### config.mk
export PLATFORM = sky130hd
export DESIGN_NAME = piso_tx
export DESIGN_NICKNAME = d
export VERILOG_FILES = /design/src/rtl/piso_pkg.sv /design/src/rtl/piso_tx.sv
export SDC_FILE = /design/constraint.sdc
export NUM_CORES = 1
export LEC_CHECK = 0
export CAP_MARGIN = 10
export CORE_MARGIN = 8
export CORE_UTILIZATION = 46
export DETAILED_ROUTE_END_ITERATION = 10
export GPL_TIMING_DRIVEN = 1
export PLACE_DENSITY = 0.75
export SYNTH_ARGS = -nofsm -noshare
export SYNTH_HDL_FRONTEND = slang
export SYNTH_SLANG_ARGS = --single-unit
### constraint.sdc
create_clock -name clk -period 2.1 [get_ports clk]
set_input_delay 0.42 -clock clk [delete_from_list [all_inputs] [get_ports clk]]
set_output_delay 0.42 -clock clk [all_outputs]
set_load 0.03 [all_outputs]
### src/rtl/piso_pkg.sv
// Shared types and helpers for the parallel-in serial-out transmitter.
package piso_pkg;

   typedef enum logic {
      IDLE  = 1'b0,
      SHIFT = 1'b1
   } piso_state_e;

   function automatic int piso_cnt_w(input int width);
      return (width > 1) ? $clog2(width) : 1;
   endfunction

endpackage

### src/rtl/piso_tx.sv
// Parallel-in serial-out transmitter: load/ready handshake in, one bit per clock out.
// state | meaning
// IDLE  | no frame in flight; ready high, serial outputs quiet
// SHIFT | emitting a frame; counter holds bits remaining after the current one
module piso_tx
   import piso_pkg::*;
#(
   parameter int WIDTH     = 8,
   parameter bit MSB_FIRST = 1'b1
) (
   input  logic             clk,
   input  logic             rst,
   input  logic             load,
   input  logic [WIDTH-1:0] din,
   output logic             ready,
   output logic             sout,
   output logic             sout_valid,
   output logic             done
);

   localparam int CW = piso_cnt_w(WIDTH);
   localparam logic [CW-1:0] CNT_LAST = CW'(WIDTH - 1);

   piso_state_e      state_q, state_d;
   logic [WIDTH-1:0] shreg_q, shreg_d;
   logic [CW-1:0]    cnt_q, cnt_d;

   logic last_bit;
   logic head_bit;
   logic accept;

   always_ff @(posedge clk or posedge rst) begin
      if (rst) begin
         state_q <= IDLE;
         shreg_q <= '0;
         cnt_q   <= '0;
      end else begin
         state_q <= state_d;
         shreg_q <= shreg_d;
         cnt_q   <= cnt_d;
      end
   end

   // Outputs come only from registered state, never from load/din.
   assign last_bit   = (state_q == SHIFT) && (cnt_q == '0);
   assign head_bit   = MSB_FIRST ? shreg_q[WIDTH-1] : shreg_q[0];
   assign ready      = (state_q == IDLE) || last_bit;
   assign sout_valid = (state_q == SHIFT);
   assign sout       = (state_q == SHIFT) ? head_bit : 1'b0;
   assign done       = last_bit;
   assign accept     = load && ready;

   always_comb begin
      state_d = state_q;
      shreg_d = shreg_q;
      cnt_d   = cnt_q;
      if (accept) begin
         state_d = SHIFT;
         shreg_d = din;
         cnt_d   = CNT_LAST;
      end else if (state_q == SHIFT) begin
         shreg_d = MSB_FIRST ? {shreg_q[WIDTH-2:0], 1'b0} : {1'b0, shreg_q[WIDTH-1:1]};
         if (last_bit) begin
            state_d = IDLE;
         end else begin
            cnt_d = cnt_q - CW'(1);
         end
      end
   end

endmodule

Word level (Yosys, flattened, before mapping)
Cells that the tools add are included. W data, S select, Z words.

Bits of input ports: 11. Register bits after elaboration: 12. Logic and storage cells: 21. Output and inout bits: 4.

Reductions and logical operators: 6. Bitwise logic cells: 1. Equality and inequality tests: 1. Mux-type cells: 9. Add/sub/neg operators: 1.

Operators by type and width (count): $mux W8 (2); $mux W3 (3); $mux W1 (4); $logic_not A3 Y1 (1); $sub A3 B1 Y3 const B (1); $logic_and A1 B1 Y1 (2); $ne A2 B1 Y1 const B (1); $reduce_and A2 Y1 (1); $reduce_bool A2 Y1 (1); $logic_or A1 B1 Y1 (1); $not A1 Y1 (1).

Logic depth before layout (Yosys ltp)
Gate-level depths: netlist of the first run.

Word-level depth: 6. Depth in mapped cells: 8.

Least setup slack after synthesis of the first run
No wires, ideal clock.

Kind: register to output. Start: register cnt_q[0]. End: output ready. Stages on the path, launching flop included: 7. Arrival: 1.139 ns. Path buffers: 2. Slack: 0.541 ns. Cells stage by stage: dfrtp_1 -> inv_1 -> ha_1 -> ha_1 -> nand2b_1 -> buf_6 -> buf_6.

Word-level cells in the longest chain between the ends: 3.

Ends and longest elaborated chain: from (decl) (RTL line piso_tx.sv:26) `logic [CW-1:0] cnt_q, cnt_d;`; from (signal assigned) (RTL line piso_tx.sv:40) `cnt_q <= cnt_d;`; $logic_not A3 Y1 (RTL line piso_tx.sv:45) `assign last_bit = (state_q == SHIFT) && (cnt_q == '0);`; $logic_and A1 B1 Y1 (RTL line piso_tx.sv:45); $logic_or A1 B1 Y1 (RTL line piso_tx.sv:47) `assign ready = (state_q == IDLE) || last_bit;`; to (decl) (RTL line piso_tx.sv:15) `output logic ready,`.

Every way passes these cells.

Worst setup path after layout of the first run
Start: register state_q (netlist: sout_valid). End: output sout.

Word-level cells in the longest chain between the ends: 1.

Ends and longest elaborated chain: from (decl) (RTL line piso_tx.sv:24) `piso_state_e state_q, state_d;`; from (signal assigned) (RTL line piso_tx.sv:38) `state_q <= state_d;`; $mux W1 (RTL line piso_tx.sv:49) `assign sout = (state_q == SHIFT) ? head_bit : 1'b0;`; to (decl) (RTL line piso_tx.sv:16) `output logic sout,`.

Every way passes these cells.

==> results of run 1 <==
## worst paths after layout
kind / endpoint / slack [ps]
worst max register to register: shreg_q[2] / 490
worst max-delay path: sout / 110
worst min-delay path: shreg_q[3] / 460
min in group clk: shreg_q[1] / 490
max in group asynchronous: sout_valid / 1310
worst min register to register: shreg_q[1] / 490
## worst register-to-register path, cell delays in order, from the launching register on
cell and delay [ps]:
dfrtp_1 330, inv_1 60, ha_1 190, ha_1 190, nand2b_2 290, buf_4 210, a32oi_1 180, nand2_1 70
## through the flow
| step | setup WS [ps] | power [mW] |
|---|---|---|
| floorplan | 540.9 | 0.7672 |
| global placement | 204.1 | 0.8618 |
| detailed placement | 165.2 | 0.8797 |
| CTS | 11.37 | 1.055 |
| global route | 47.12 | 1.121 |
| finish | 114.5 | 1.049 |
## synth_stat cells, drive strengths merged
cell type and count:
and2 2, o221a 3, inv 5, o21ai 4
a211o 3, dfrtp 12, a21boi 1, nand2b 2
nand2 8, nor2b 3, mux2 1, o311ai 1
nand3 1, ha 2, a32o 1, a32oi 3
nor2 1, buf 4
## area by class of cell
cell class                      count  area [µm²]  area share
Sequential cell                    12       301.5      0.3862
Inverter                            5       18.77     0.02404
Tap cell                           15       18.77     0.02404
Multi-Input combinational cell     36       254.0      0.3253
Clock buffer                        4       36.28     0.04647
Timing Repair Buffer               16       151.4      0.1939
## power groups by stage
stage,clock [mW],sequential (mW),combinational [mW]
detailed placement,0,0.399,0.481
floorplan,0,0.383,0.384
CTS,0.182,0.394,0.479
global route,0.195,0.408,0.519
finish,0.177,0.397,0.474
global placement,0,0.391,0.471
## layout by cell type (no fill, tap or decap)
master            n
a211o_1           3
a21boi_1          1
a32o_1            1
a32oi_1           3
and2_1            2
buf_4             3
clkbuf_4          3
clkbuf_8          1
clkdlybuf4s50_1  12
dfrtp_1          11
dfrtp_2           1
dlygate4sd2_1     1
ha_1              2
inv_1             5
mux2_2            1
nand2_1           8
nand2b_1          1
nand2b_2          1
nand3_1           1
nor2_1            1
nor2b_1           3
o21ai_0           4
o221a_2           3
o311ai_0          1
## per-layer routing
layer | vias up | part of all wire
li1 | 237 | -
met1 | 224 | 0.48
met2 | 12 | 0.45
met3 | 0 | 0.067
met4 | 0 | 0
met5 | - | 0
## repair_timing
| item | in CTS | in global routing |
|---|---|---|
| hold buffers | 0 | 0 |
| endpoints found under the setup margin | 1 | 2 |
| pin swaps | 0 | 0 |
| gates cloned | 0 | 0 |
| resized for setup | 1 | 2 |
## kinds of logic after synthesis
| kind of cell | count (synthesis) |
|---|---|
| multiplexers | 1 |
| AND/OR/NAND/NOR | 17 |
| flip-flops | 12 |
| adder cells (fa/ha/maj) | 2 |
| buffers and inverters | 9 |
| AO/OA/AOI/OAI | 16 |
## registers in the layout (all words and copies together) (netlist names)
register and flops:
cnt_q 3, shreg_q 8, sout_valid 1
==> out/metrics.csv, run 1 <==
metric,value,unit
crit_required,1680,ps
setup_viol,0,
ys_ff_latch,12,
worstSetupPathType,register to primary output,
slowest_delay,660,ps
port_buffers,14,
wl_per_cell,13.57,µm
swShare,0.3740,
power_frac_clock,0.169,
worstMarginPinSlew,442.3,ps
num_io_pins,15,
ys_seq_area_frac,0.4938,
clock_skew,2.333,ps
path_clk_slew,70,ps
grt_util_met3,0.03125,
end_kind,primary output,
die_area,0.002742,mm²
clock.fmax,0.5037,GHz
grt_pass1_vias,474,
first_iter_violations,10,
avgSynthCellArea,10.67,µm²
grt.total_usage,0.09065,
crit_chain,and2_1 -> clkdlybuf4s50_1,
start_util,0.4793,
fillCellCount,109,
grt_setup_unrepaired,false,
cp_slowest_cell,clkdlybuf4s50_1,
critPathMaxFanout,13,
top_usage_layer,met2,
drv_slew,0,
placed_cells,84,
start_kind,register,
cts_root_buf,clkbuf_4,
postCtsSetupRepairBufs,0,
period_minus_slack,1985,ps
dr.pass1.iters,4,
clock_latency,260,ps
hold_path.class,input port to async pin,
cp_top_family,buffers and inverters,
synthesis.nets,70,
netlist_instances,57,
path_buf_inv,1,
hold_ws,456.4,ps
die_h,52.36,µm
synth-simple-area-share,0.1358,
synth_mux_area_frac,0.01852,
cts_buffers,3,
wirelength,1194,µm
place_hpwl,900.5,µm
syn_area,608.1,µm²
finalSetupTns,0,ps
grt_use_met2,0.1443,
grt_overflow,0,
die_w,52.36,µm
fin_nets,87,
relSlewSlack,0.7048,
utilization,0.6154,
vdd_drop_max,0.0006869,V
drtAntennaViolNets,0,
synth_fa_ha_area_frac,0.04115,
synth_top_family_by_area,compound AO/OA/AOI/OAI gates,
synth-xor-area-share,0,
rr_worst_depth,7,
p_seq_frac,0.379,
power_leakage,0.3681,nW
drc,0,
r2r_start,cnt_q[0],
p_comb_frac,0.452,
vias,473,
post_drt_via_cell_ratio,5.375,
grt_max_degree,14,
p_sw,392.3,µW
hold_violations,0,
fin_cells,88,
core,0.001269,mm²
clk_path_buf_depth,2,
area_delta_synth_final,28.40,%
globalplace.congestion,0.7236,
grt_use_met1,0.1074,
critPathArrivalTime,1570,ps
power.density,1344,mW/mm²
diodes,0,
yosysWarnings,0,
final_cell_area,780.7,µm²
timing.max_cap.violations,0,
status,"finished, final reports clean",
yosys.area.top_type,dfrtp_1,
clock-sinks,12,
p_int,656.7,µW
drive_gt1_frac,0.1781,
ys_types,19,
period_share,0.9455,
dpl_cell_area,742.0,µm²
cts_tree,done,
cp-startpoint,sout_valid,
synth_area_leaders,"dfrtp_1 49%, o221a_2 5.6%, nand2_1 4.9%",
fp-row-count,13,
synth_compound_area_frac,0.2181,
htreeDepth,1,
synth_top_area_share,0.4938,
grt_antenna_before_repair,0,
grt_pass1_wl,1932,µm
cp.depth,2,
Power figures use the tool's default switching activity.
==> run 2: changes to the inputs <==
--- a/config.mk
+++ b/config.mk
@@ -11,6 +11,7 @@
 export DETAILED_ROUTE_END_ITERATION = 10
 export GPL_TIMING_DRIVEN = 1
 export PLACE_DENSITY = 0.75
+export SLEW_MARGIN = 0
 export SYNTH_ARGS = -nofsm -noshare
 export SYNTH_HDL_FRONTEND = slang
 export SYNTH_SLANG_ARGS = --single-unit
==> results of run 2 <==
Same layout as run 1: the final DEF is identical, and so are final timing and power.
==> run 3: changes to the inputs <==
--- a/config.mk
+++ b/config.mk
@@ -15,3 +15,4 @@
 export SYNTH_ARGS = -nofsm -noshare
 export SYNTH_HDL_FRONTEND = slang
 export SYNTH_SLANG_ARGS = --single-unit
+export TNS_END_PERCENT = 100
==> results of run 3 <==
Same layout as run 1: the final DEF is identical, and so are final timing and power.
